### src/rtl/vga_pkg.sv
// Shared VGA timing constants, polarity values and helpers
// for the parametrised timing generator.
package vga_pkg;

    localparam int VGA_H_ACTIVE = 640;
    localparam int VGA_H_FP     = 16;
    localparam int VGA_H_SYNC   = 96;
    localparam int VGA_H_BP     = 48;

    localparam int VGA_V_ACTIVE = 480;
    localparam int VGA_V_FP     = 10;
    localparam int VGA_V_SYNC   = 2;
    localparam int VGA_V_BP     = 33;

    localparam bit POL_LOW  = 1'b0;
    localparam bit POL_HIGH = 1'b1;

    localparam int VGA_MAX_TOTAL   = 1024;
    localparam int VGA_MAX_LATENCY = 15;
    localparam int VGA_COORD_W     = 10;

    typedef struct packed {
        logic de;
        logic hs;
        logic vs;
        logic fs;
        logic ls;
    } vga_ctl_t;

    function automatic int vga_clog2(input int value);
        int r;
        int v;
        r = 0;
        v = value - 1;
        while (v > 0) begin
            r++;
            v = v >> 1;
        end
        return r;
    endfunction

endpackage

### src/rtl/vga_delay_pipe.sv
// Width/depth parametrised shift register with async clear;
// a depth of zero is a plain passthrough.
module vga_delay_pipe #(
    parameter int W     = 1,
    parameter int DEPTH = 1
) (
    input  logic         clk,
    input  logic         rst_n,
    input  logic [W-1:0] d,
    output logic [W-1:0] q
);

    if (DEPTH == 0) begin : g_pass
        logic unused_clk_rst;
        assign unused_clk_rst = clk ^ rst_n;
        assign q = d;
    end else begin : g_shift
        logic [W-1:0] stage [DEPTH];

        always_ff @(posedge clk or negedge rst_n) begin
            if (!rst_n) begin
                for (int i = 0; i < DEPTH; i++) begin
                    stage[i] <= '0;
                end
            end else begin
                stage[0] <= d;
                for (int i = 1; i < DEPTH; i++) begin
                    stage[i] <= stage[i-1];
                end
            end
        end

        assign q = stage[DEPTH-1];
    end

endmodule

### src/rtl/vga_timing_gen.sv
// VGA timing generator: H/V counters, pixel request with programmable
// return latency, and latency-aligned sync/de/strobe outputs.
module vga_timing_gen
    import vga_pkg::*;
#(
    parameter int H_ACTIVE     = VGA_H_ACTIVE,
    parameter int H_FP         = VGA_H_FP,
    parameter int H_SYNC       = VGA_H_SYNC,
    parameter int H_BP         = VGA_H_BP,
    parameter int V_ACTIVE     = VGA_V_ACTIVE,
    parameter int V_FP         = VGA_V_FP,
    parameter int V_SYNC       = VGA_V_SYNC,
    parameter int V_BP         = VGA_V_BP,
    parameter bit HS_POL       = POL_LOW,
    parameter bit VS_POL       = POL_LOW,
    parameter int DATA_LATENCY = 1,
    parameter int COLOR_W      = 24,
    parameter int FCNT_W       = 16
) (
    input  logic               clk,
    input  logic               rst_n,
    input  logic               en,
    input  logic [COLOR_W-1:0] data,
    output logic               req,
    output logic [9:0]         x_pix,
    output logic [9:0]         y_pix,
    output logic               hs,
    output logic               vs,
    output logic               de,
    output logic [COLOR_W-1:0] color_rgb,
    output logic               frame_start,
    output logic               line_start,
    output logic [FCNT_W-1:0]  frame_cnt
);

    localparam int H_TOTAL = H_ACTIVE + H_FP + H_SYNC + H_BP;
    localparam int V_TOTAL = V_ACTIVE + V_FP + V_SYNC + V_BP;
    localparam int HW      = vga_clog2(H_TOTAL);
    localparam int VW      = vga_clog2(V_TOTAL);

    localparam logic [HW-1:0] H_LAST     = HW'(H_TOTAL - 1);
    localparam logic [HW-1:0] H_ACT_END  = HW'(H_ACTIVE);
    localparam logic [HW-1:0] H_SYNC_ON  = HW'(H_ACTIVE + H_FP);
    localparam logic [HW-1:0] H_SYNC_OFF = HW'(H_ACTIVE + H_FP + H_SYNC);

    localparam logic [VW-1:0] V_LAST     = VW'(V_TOTAL - 1);
    localparam logic [VW-1:0] V_ACT_END  = VW'(V_ACTIVE);
    localparam logic [VW-1:0] V_SYNC_ON  = VW'(V_ACTIVE + V_FP);
    localparam logic [VW-1:0] V_SYNC_OFF = VW'(V_ACTIVE + V_FP + V_SYNC);

    if (H_FP == 0 || H_SYNC == 0 || H_BP == 0 ||
        V_FP == 0 || V_SYNC == 0 || V_BP == 0) begin : g_bad_porch
        $error("vga_timing_gen: porch and sync widths must be nonzero");
    end

    if (H_TOTAL > VGA_MAX_TOTAL || V_TOTAL > VGA_MAX_TOTAL) begin : g_bad_total
        $error("vga_timing_gen: H_TOTAL/V_TOTAL must not exceed 1024");
    end

    if (DATA_LATENCY < 0 || DATA_LATENCY > VGA_MAX_LATENCY) begin : g_bad_lat
        $error("vga_timing_gen: DATA_LATENCY must be within 0..15");
    end

    logic [HW-1:0] h_cnt;
    logic [VW-1:0] v_cnt;
    logic          h_last;
    logic          v_last;

    assign h_last = (h_cnt == H_LAST);
    assign v_last = (v_cnt == V_LAST);

    always_ff @(posedge clk or negedge rst_n) begin
        if (!rst_n) begin
            h_cnt <= '0;
            v_cnt <= '0;
        end else if (!en) begin
            h_cnt <= '0;
            v_cnt <= '0;
        end else if (h_last) begin
            h_cnt <= '0;
            v_cnt <= v_last ? '0 : v_cnt + 1'b1;
        end else begin
            h_cnt <= h_cnt + 1'b1;
        end
    end

    always_ff @(posedge clk or negedge rst_n) begin
        if (!rst_n) begin
            frame_cnt <= '0;
        end else if (en && h_last && v_last) begin
            frame_cnt <= frame_cnt + 1'b1;
        end
    end

    assign req   = en && (h_cnt < H_ACT_END) && (v_cnt < V_ACT_END);
    assign x_pix = req ? 10'(h_cnt) : '0;
    assign y_pix = req ? 10'(v_cnt) : '0;

    vga_ctl_t ctl_raw;
    vga_ctl_t ctl_del;

    // Syncs are gated by en so a disable reaches the outputs in LAT+1.
    always_comb begin
        ctl_raw    = '0;
        ctl_raw.de = req;
        ctl_raw.hs = en && (h_cnt >= H_SYNC_ON) && (h_cnt < H_SYNC_OFF);
        ctl_raw.vs = en && (v_cnt >= V_SYNC_ON) && (v_cnt < V_SYNC_OFF);
        ctl_raw.fs = req && (h_cnt == '0) && (v_cnt == '0);
        ctl_raw.ls = req && (h_cnt == '0);
    end

    vga_delay_pipe #(
        .W     ($bits(vga_ctl_t)),
        .DEPTH (DATA_LATENCY)
    ) u_ctl_pipe (
        .clk   (clk),
        .rst_n (rst_n),
        .d     (ctl_raw),
        .q     (ctl_del)
    );

    always_ff @(posedge clk or negedge rst_n) begin
        if (!rst_n) begin
            hs          <= ~HS_POL;
            vs          <= ~VS_POL;
            de          <= 1'b0;
            color_rgb   <= '0;
            frame_start <= 1'b0;
            line_start  <= 1'b0;
        end else begin
            hs          <= ctl_del.hs ? HS_POL : ~HS_POL;
            vs          <= ctl_del.vs ? VS_POL : ~VS_POL;
            de          <= ctl_del.de;
            color_rgb   <= ctl_del.de ? data : '0;
            frame_start <= ctl_del.fs;
            line_start  <= ctl_del.ls;
        end
    end

endmodule

### config.mk
export PLATFORM = sky130hd
export DESIGN_NAME = vga_timing_gen
export DESIGN_NICKNAME = d
export VERILOG_FILES = /design/src/rtl/vga_pkg.sv /design/src/rtl/vga_delay_pipe.sv /design/src/rtl/vga_timing_gen.sv
export SDC_FILE = /design/constraint.sdc
export NUM_CORES = 1
export LEC_CHECK = 0
export ABC_AREA = 1
export BUFFER_PORTS_ARGS = -buffer_cell sky130_fd_sc_hd__buf_2
export CORE_MARGIN = 8
export CORE_UTILIZATION = 39
export CTS_CLUSTER_SIZE = 24
export DETAILED_ROUTE_END_ITERATION = 8
export GPL_TIMING_DRIVEN = 0
export SKIP_LAST_GASP = 1
export SYNTH_ARGS = -nofsm -noshare
export SYNTH_HDL_FRONTEND = slang
export SYNTH_SLANG_ARGS = --single-unit
### constraint.sdc
create_clock -name clk -period 2.1 [get_ports clk]
set_clock_uncertainty 0.1 [all_clocks]
set_input_delay 0.315 -clock clk [delete_from_list [all_inputs] [get_ports clk]]
set_output_delay 0.315 -clock clk [all_outputs]
set_load 0.05 [all_outputs]
# Word level (Yosys, flattened, before mapping)
# Cells that the tools add are included.
# word_totals
ff_bits	70
word_cells	44
# op_classes
order_cmp	6
mux	10
n_reduce_logical	12
n_eq_ne	3
add_sub_neg	3
# op_table
cell	count
2-to-1 mux 10 bit	7
2-to-1 mux 24 bit	1
adder 10 x 1 -> 10 bit, second input constant	2
equality test 10 bit, second input constant	2
logical NOT 10 bit	2
less-than comparator 10 bit, second input constant	2
less-than comparator 10 x 9 -> 1 bit, second input constant	2
adder 16 x 1 -> 16 bit, second input constant	1
>= comparator 10 bit, second input constant	1
>= comparator 10 x 9 -> 1 bit, second input constant	1
logical AND 1 bit	10
2-to-1 mux 1 bit	2
!= test 2 x 1 -> 1 bit, second input constant	1

# Depth between registers and ports, before layout
# Gate-level depths: netlist of the first run.
# depth
word_depth	5
depth_mapped	10
mapped_depth_nobuf	9

# Hierarchy
# From an unflattened synthesis of the first run, not the netlist that was laid out.
# hier_totals
hier_cells	443
hier_area_um2	3474.6
# modules_own_cells
module	cells_each	seq_area_each_um2	area_each_um2	instances
vga_timing_gen	438	1629.1	3349.5	1
vga_delay_pipe	5	125.1	125.1	1

# Worst setup path after synthesis of the first run
# Ideal clock, no wire load.
# synth_timing
path_type	register to output
from	register v_cnt[5]
to	output port x_pix[0]
path_buffers	1
setup_slack_ns	0.144
arrival_time_ns	1.541
stages_incl_launch_ff	7
cell_sequence	dfrtp_1 nand2_1 nor2_1 nor2_1 nand3_1 buf_2 nor2_1
# synth_between
elab_chain_cells	3
# synth_lines
element	line_no	text
start: declaration	vga_timing_gen.sv:65	logic [VW-1:0] v_cnt;
start signal: assignment	vga_timing_gen.sv:81	v_cnt <= v_last ? '0 : v_cnt + 1'b1;
less-than comparator 10 x 9 -> 1 bit	vga_timing_gen.sv:95	assign req = en && (h_cnt < H_ACT_END) && (v_cnt < V_ACT_END);
logical AND 1 bit	vga_timing_gen.sv:95	
2-to-1 mux 10 bit	vga_timing_gen.sv:96	assign x_pix = req ? 10'(h_cnt) : '0;
end: declaration	vga_timing_gen.sv:25	output logic [9:0] x_pix,
# Every way passes these cells.

# Worst setup path in the final report of the first run
# layout_timing
from	register h_cnt[8]
to	output port x_pix[8]
# layout_between
elab_chain_cells	4
# layout_lines
element	line_no	text
start: declaration	vga_timing_gen.sv:64	logic [HW-1:0] h_cnt;
start signal: assignment	vga_timing_gen.sv:83	h_cnt <= h_cnt + 1'b1;
less-than comparator 10 bit	vga_timing_gen.sv:95	
logical AND 1 bit (2 in series)	vga_timing_gen.sv:95	
2-to-1 mux 10 bit (*)	vga_timing_gen.sv:96	
# Every way passes the cells marked *; elsewhere a longest branch is shown, timed or not.

==> results of run 1 <==
-- metal layers --
layer / share of wire (%) / vias to the layer above / GRT usage, % / routed length, um
li1: - / 1573 / - / -
met1: 47 / 1474 / 18.62 / 4023
met2: 45 / 89 / 22.10 / 3901
met3: 7.6 / 6 / 4.167 / 661
met4: 0.68 / 0 / 5.495 / 59
met5: 0 / - / 0 / 0
-- flip-flops by register name, indices dropped and copies added, names as in the netlist --
register / cells
v_cnt: 10
h_cnt: 10
frame_cnt: 16
line_start: 1
vs: 1
de: 1
hs: 1
frame_start: 1
u_ctl_pipe.q: 5
color_rgb: 24
-- worst paths after layout --
| kind | from | end | cells after the start |
|---|---|---|---|
| min in group clk | data[21] | color_rgb[21] | 3 |
| setup reg to reg | v_cnt[0] | frame_cnt[8] | 10 |
| setup / recovery | h_cnt[8] | x_pix[8] | 7 |
| max in group asynchronous | rst_n | v_cnt[7] | 1 |
| hold / removal | rst_n | frame_cnt[10] | 1 |
| hold reg to reg | u_ctl_pipe.q[0] | line_start | 0 |
-- layout make-up --
type,count,area (um2)
clock buffer,11,141.4
tap,108,135.1
multi-input combinational,292,1448
buffer,10,76.32
fill,852,4185
inverter,72,270.3
timing repair buffer,97,628.1
clock inverter,5,81.33
sequential,70,1755
-- per-stage QoR --
step	instance area, um2	setup slack, ps	hold slack [ps]
2_1_floorplan	3493	143.5	-80.59
3_3_place_gp	4084	188.2	236.3
3_5_place_dp	4086	227.5	239.8
4_1_cts	4410	13.86	20.92
5_1_grt	4536	-49.13	40.03
6_report	4536	47.90	-8.404
-- power by group --
part           switching [uW]  internal, uW
combinational             220          69.0
clock                     527           704
sequential               15.9          1380
total                     762          2160
-- cell usage after synthesis (3+ instances only) --
library cell / number / area share, %
xor2_1: 5 / 1.3
xnor2_1: 3 / 0.75
buf_2: 3 / 0.43
dfrtp_1: 68 / 49
nand2_1: 147 / 16
nand2_2: 4 / 0.72
o21ai_0: 7 / 1.0
o21ai_1: 4 / 0.57
inv_2: 7 / 0.75
nor2_2: 4 / 0.72
nand4_1: 13 / 2.3
inv_1: 65 / 7.0
nand3_1: 25 / 3.6
nor3_1: 6 / 0.86
nor2_1: 49 / 5.3
ha_1: 5 / 1.8
nand3b_1: 3 / 0.64
-- kinds of logic after synthesis --
logic type | count (synthesis) | synth area share, %
XOR/XNOR | 8 | 2.006
other | 1 | 0.1073
adder cells (fa/ha/maj) | 5 | 1.791
AO/OA/AOI/OAI | 15 | 2.328
flip-flops | 70 | 50.21
AND/OR/NAND/NOR | 263 | 33.99
buffers and inverters | 82 | 9.563
-- critical path: stages (launching register included) --
cell and delay, ps:
dfrtp_1 400, nand2_1 100, nand2_1 70, nor2_1 140, nand3_2 110, buf_6 170
nor2_1 130, buf_6 180
-- timing repair --
| item | in CTS | in global routing |
|---|---|---|
| pin swaps | 0 | 0 |
| endpoints found under the setup margin | 20 | 20 |
| setup buffers | 4 | 2 |
| gates resized for setup | 27 | 34 |
==> impl_metrics.env, run 1 <==
export IMPL_cts_tree="yes"
export IMPL_avgViaCountPerCell=4.725
export IMPL_root_buffer="clkbuf_8"
export IMPL_ys_types=34
export IMPL_period_needed_ps=2052
export IMPL_crit_arrival_ps=1640
export IMPL_cts_inserted_buffers=9
export IMPL_critPathLaunchType="flop"
export IMPL_peakVddDrop_v=0.0002952
export IMPL_hold_class="primary input to async pin"
export IMPL_drv_cap=0
export IMPL_dpl_hpwl_um=6228
export IMPL_drtIter0Drc=121
export IMPL_grt_use_total_pct=14.38
export IMPL_grt_overflow=0
export IMPL_fmax_ghz=0.4873
export IMPL_total_power_uw=2920
export IMPL_grt_pass1_vias=3076
export IMPL_layout_commonest_cell="nand2_1"
export IMPL_synth_edf_count=0
export IMPL_diodes=0
export IMPL_area_growth_pct=29.84
export IMPL_vias=3142
export IMPL_clk_pin_slew_ps=80
export IMPL_gp_congestion=0.8872
export IMPL_end_kind="output port"
export IMPL_synth_top_flop_cell="dfrtp_1"
export IMPL_drive_gt1_share_pct=28.90
export IMPL_finalHoldViolCount=8
export IMPL_yosysSeqAreaShare_pct=50.21
export IMPL_dpl_cell_count=643
export IMPL_hold_buffers=0
export IMPL_fin_cells=665
export IMPL_dieWidth_um=110.6
export IMPL_reg2reg_slack_ps=220
export IMPL_clock_path_buffers=2
export IMPL_chipHeight_um=110.6
export IMPL_min_period_over_period_pct=97.72
export IMPL_syn_instance_count=444
export IMPL_yosys_warnings=0
export IMPL_ant_nets=0
export IMPL_drt_pre_antenna_iters=4
export IMPL_p_per_area_mw_per_mm2=643.7
export IMPL_most_common_layout_cells="147 x nand2_1, 71 x buf_2, 67 x dfrtp_1"
export IMPL_drt_wl_total_um=8646
export IMPL_layout_nets=584
export IMPL_worst_pin_slew_ps=888.9
export IMPL_grt_max_degree=71
export IMPL_violations="negative hold slack"
export IMPL_tns_ps=0
export IMPL_grt_pass1_wl_um=14890
export IMPL_postSynthAreaPerCell_um2=7.868
export IMPL_cp_max_fo=10
export IMPL_port_buffers=91
export IMPL_cp_required_ps=1680
export IMPL_wl_per_cell_um=13.00
export IMPL_finalMaxSlewViolations=0
export IMPL_synth_async_sr_flop_share_pct=100.0
export IMPL_slew_headroom_pct=40.74
export IMPL_initial_core_util_pct=40.06
export IMPL_antenna_found_initial=0
export IMPL_final_util_pct=52.01
export IMPL_drc=0
export IMPL_synth_nets=476
export IMPL_outcome="complete, but fails checks"
export IMPL_synth_seq_cells=70
export IMPL_rows=34
export IMPL_cts_htree_levels=3
export IMPL_synth_area_mm2=0.003493
export IMPL_insertion_delay_ps=340
export IMPL_rsz0062_at_grt="yes"
export IMPL_p_leak_uw=0.002543
export IMPL_hold_ws_ps=-8.404
export IMPL_dieArea_mm2=0.01224
export IMPL_setup_viol=0
export IMPL_core_area_mm2=0.008721
export IMPL_cts_sinks=70
export IMPL_critical_path_class="flop to output port"
export IMPL_boundaryPins=93
No activity file was read; power rests on OpenSTA's default activity.
==> run 2: changes to the inputs <==
--- a/config.mk
+++ b/config.mk
@@ -8,11 +8,12 @@
 export ABC_AREA = 1
 export BUFFER_PORTS_ARGS = -buffer_cell sky130_fd_sc_hd__buf_2
 export CORE_MARGIN = 8
-export CORE_UTILIZATION = 39
-export CTS_CLUSTER_SIZE = 24
+export CORE_UTILIZATION = 53
 export DETAILED_ROUTE_END_ITERATION = 8
 export GPL_TIMING_DRIVEN = 0
+export PLACE_DENSITY = 0.8
 export SKIP_LAST_GASP = 1
 export SYNTH_ARGS = -nofsm -noshare
 export SYNTH_HDL_FRONTEND = slang
+export SYNTH_HIERARCHICAL = 1
 export SYNTH_SLANG_ARGS = --single-unit
==> run 2 against run 1 <==
- the flow still finishes with violations (negative hold slack)
- clock power fell by 8%
- hold slack got worse by 9.4 ps
- power fell by 2.7%
- flip-flop and latch count did not move
- global-route usage rose by 4.0 points
- area after synthesis fell by 0.54%
- sequential share of layout area fell by 0.37 points
- final cell count fell by 4.7%
- routed wire length rose by 2.2%
- via count rose by 2.5%
- count of clock-buffer cells in the layout fell by 2
- critical endpoint is now y_pix[0]
- largest cell class unchanged
==> impl_metrics.env, run 2 <==
export IMPL_end_kind="output port"
export IMPL_antenna_found_initial=0
export IMPL_rsz0062_at_grt="yes"
export IMPL_avgViaCountPerCell=5.080
export IMPL_synth_most_common_cell="nand2_1"
export IMPL_stdcell_area_mm2=0.004583
export IMPL_worst_pin_slew_ps=858.2
export IMPL_clockPowerShare_pct=39.7
export IMPL_port_buffers=90
export IMPL_chipHeight_um=96.97
export IMPL_grt_overflow=0
export IMPL_p_per_area_mw_per_mm2=620.0
export IMPL_grt_max_degree=71
export IMPL_reg2reg_from="v_cnt[1]"
export IMPL_drt_wl_total_um=8838
export IMPL_place_area_mm2=0.004024
export IMPL_setup_viol=0
export IMPL_slowest_delay_ps=450
export IMPL_ant_nets=0
export IMPL_layout_nets=584
export IMPL_drive_gt1_share_pct=28.01
export IMPL_syn_instance_count=443
export IMPL_grt_pass1_vias=3217
export IMPL_synth_top_flop_cell="dfrtp_1"
export IMPL_slew_headroom_pct=42.78
export IMPL_synth_common_cells="143 x nand2_1, 70 x inv_1, 68 x dfrtp_1, 55 x nor2_1, 18 x nand3_1"
export IMPL_wl_per_cell_um=13.94
export IMPL_min_period_over_period_pct=99.56
export IMPL_grt_use_total_pct=18.35
export IMPL_clock_path_buffers=2
export IMPL_reg2reg_slack_ps=180
export IMPL_critPathLaunchType="flop"
export IMPL_drtIter0Drc=131
export IMPL_drv_cap=0
export IMPL_yosys_warnings=6
export IMPL_reg_top3="color_rgb x24, frame_cnt x16"
export IMPL_postSynthAreaPerCell_um2=7.843
export IMPL_hold_ws_ps=-17.83
export IMPL_cp_required_ps=1680
export IMPL_top_register="color_rgb"
export IMPL_boundaryPins=93
export IMPL_synth_edf_count=0
export IMPL_diodes=0
export IMPL_drc=0
export IMPL_finalMaxSlewViolations=0
export IMPL_critical_path_class="flop to output port"
export IMPL_cts_inserted_buffers=9
export IMPL_synth_area_mm2=0.003475
export IMPL_cts_htree_levels=3
export IMPL_synth_nets=475
export IMPL_hold_class="primary input to async pin"
export IMPL_synth_async_sr_flop_share_pct=100.0
export IMPL_total_power_uw=2842
export IMPL_dieArea_mm2=0.009402
export IMPL_cts_tree="yes"
export IMPL_core_area_mm2=0.006350
export IMPL_vias=3221
export IMPL_dpl_hpwl_um=6031
export IMPL_violations="negative hold slack"
export IMPL_layout_commonest_cell="nand2_1"
export IMPL_synth_seq_cells=70
export IMPL_hold_buffers=0
export IMPL_crit_path_frequent_cell="buf_6"
export IMPL_pwr_share_seq_pct=49.3
export IMPL_fmax_ghz=0.4783
export IMPL_p_leak_uw=0.002608
export IMPL_most_common_layout_cells="143 x nand2_1, 70 x buf_2, 68 x inv_1"
export IMPL_finalHoldViolCount=43
export IMPL_path_buf_inv=3
export IMPL_grt_pass1_wl_um=14570
export IMPL_ys_types=29
export IMPL_period_needed_ps=2091
export IMPL_gp_congestion=0.8456
export IMPL_area_growth_pct=31.91
export IMPL_peakVddDrop_v=0.0004365
export IMPL_swShare_pct=28.56
export IMPL_cts_sinks=70
export IMPL_yosys_top_cells_area="dfrtp_1 49%, nand2_1 15%, inv_1 7.6%, nor2_1 5.9%, nand3_1 2.6%"
export IMPL_crit_family="buffers and inverters"
export IMPL_clk_pin_slew_ps=80
export IMPL_worstRegToRegCells=8
export IMPL_drt_pre_antenna_iters=5
export IMPL_synthDominantCellAreaShare_pct=48.97
export IMPL_largest_register_ff_count=24
export IMPL_root_buffer="clkbuf_8"
export IMPL_cp_max_fo=6
export IMPL_initial_core_util_pct=54.72
export IMPL_r2r_end="frame_cnt[10]"
export IMPL_rows=29
export IMPL_yosysSeqAreaShare_pct=50.49
export IMPL_crit_arrival_ps=1680
export IMPL_dieWidth_um=96.97
export IMPL_insertion_delay_ps=350
export IMPL_slowest_stage="dfrtp_2"
export IMPL_cp_cell_sequence="a21oi_2 -> nand4_1 -> buf_6 -> buf_6 -> nor2_1 -> buf_6"
export IMPL_p_int_uw=2030
export IMPL_outcome="complete, but fails checks"
export IMPL_p_switching_uw=811.7
export IMPL_p_comb_share_pct=11.1
export IMPL_yosys_area_top_type="dfrtp_1"
-- run 2: worst max path at each step --
stage	from	depth (start not counted)	slack (ps)	endpoint
finish	h_cnt[9]	6	9	y_pix[0]
global route	h_cnt[9]	6	-50	y_pix[0]
CTS	v_cnt[5]	7	-20	y_pix[5]
detailed placement	en	7	-20	y_pix[5]
global placement	en	7	-30	y_pix[5]
floorplan	en	6	-60	y_pix[0]
-- run 2: logic make-up (layout without fill, tap and decap cells) --
family / after synthesis / in the layout / share of synthesized area, %
AND/OR/NAND/NOR: 250 / 250 / 31.40
buffers and inverters: 81 / 195 / 9.830
flip-flops: 70 / 70 / 50.49
AO/OA/AOI/OAI: 26 / 26 / 3.853
XOR/XNOR: 10 / 10 / 2.521
adder cells (fa/ha/maj): 5 / 5 / 1.801
other: 1 / 1 / 0.1079
-- run 2: layout make-up --
class	instances	area (um2)
clock inverter	7	78.83
sequential	70	1757
clock buffer	9	123.9
tap	77	96.34
fill	485	1767
buffer	11	92.59
inverter	70	262.8
multi-input combinational	292	1519
timing repair buffer	98	653.1
-- run 2: metal layers --
metal	global-route usage (%)	share of wire, %	vias to the layer above
met2	29.38	48	125
met5	0	0	-
li1	-	-	1570
met1	22.05	41	1513
met4	7.337	1.7	0
met3	6.330	8.9	13
-- run 2: metrics by stage --
| stage | setup TNS, ps | util, % | setup WS [ps] | hold slack, ps | instances |
|---|---|---|---|---|---|
| 2_1_floorplan | -1058 | - | -55.70 | -80.59 | 443 |
| 3_3_place_gp | -25.50 | 63.33 | -25.50 | 234.7 | 610 |
| 3_5_place_dp | -52.40 | 63.37 | -22.83 | 237.3 | 610 |
| 4_1_cts | -61.02 | 68.26 | -19.46 | 3.172 | 628 |
| 5_1_grt | -578.5 | 72.18 | -46.26 | 36.30 | 634 |
| 6_report | 0 | 72.18 | 9.341 | -17.83 | 634 |
-- run 2: what timing repair did --
action                     CTS  global route
setup endpoints to repair   20            24
resized for setup           32            60
buffers inserted             2             4
pin swaps                    1             2
cloned                       0             2
-- run 2: power by group through the flow --
stage | clock, uW | sequential, uW | combinational, uW
2_1_floorplan | 0 | 1530 | 77.1
3_3_place_gp | 0 | 1430 | 279
3_5_place_dp | 0 | 1430 | 284
4_1_cts | 1150 | 1400 | 292
5_1_grt | 1210 | 1400 | 339
6_report | 1130 | 1400 | 314
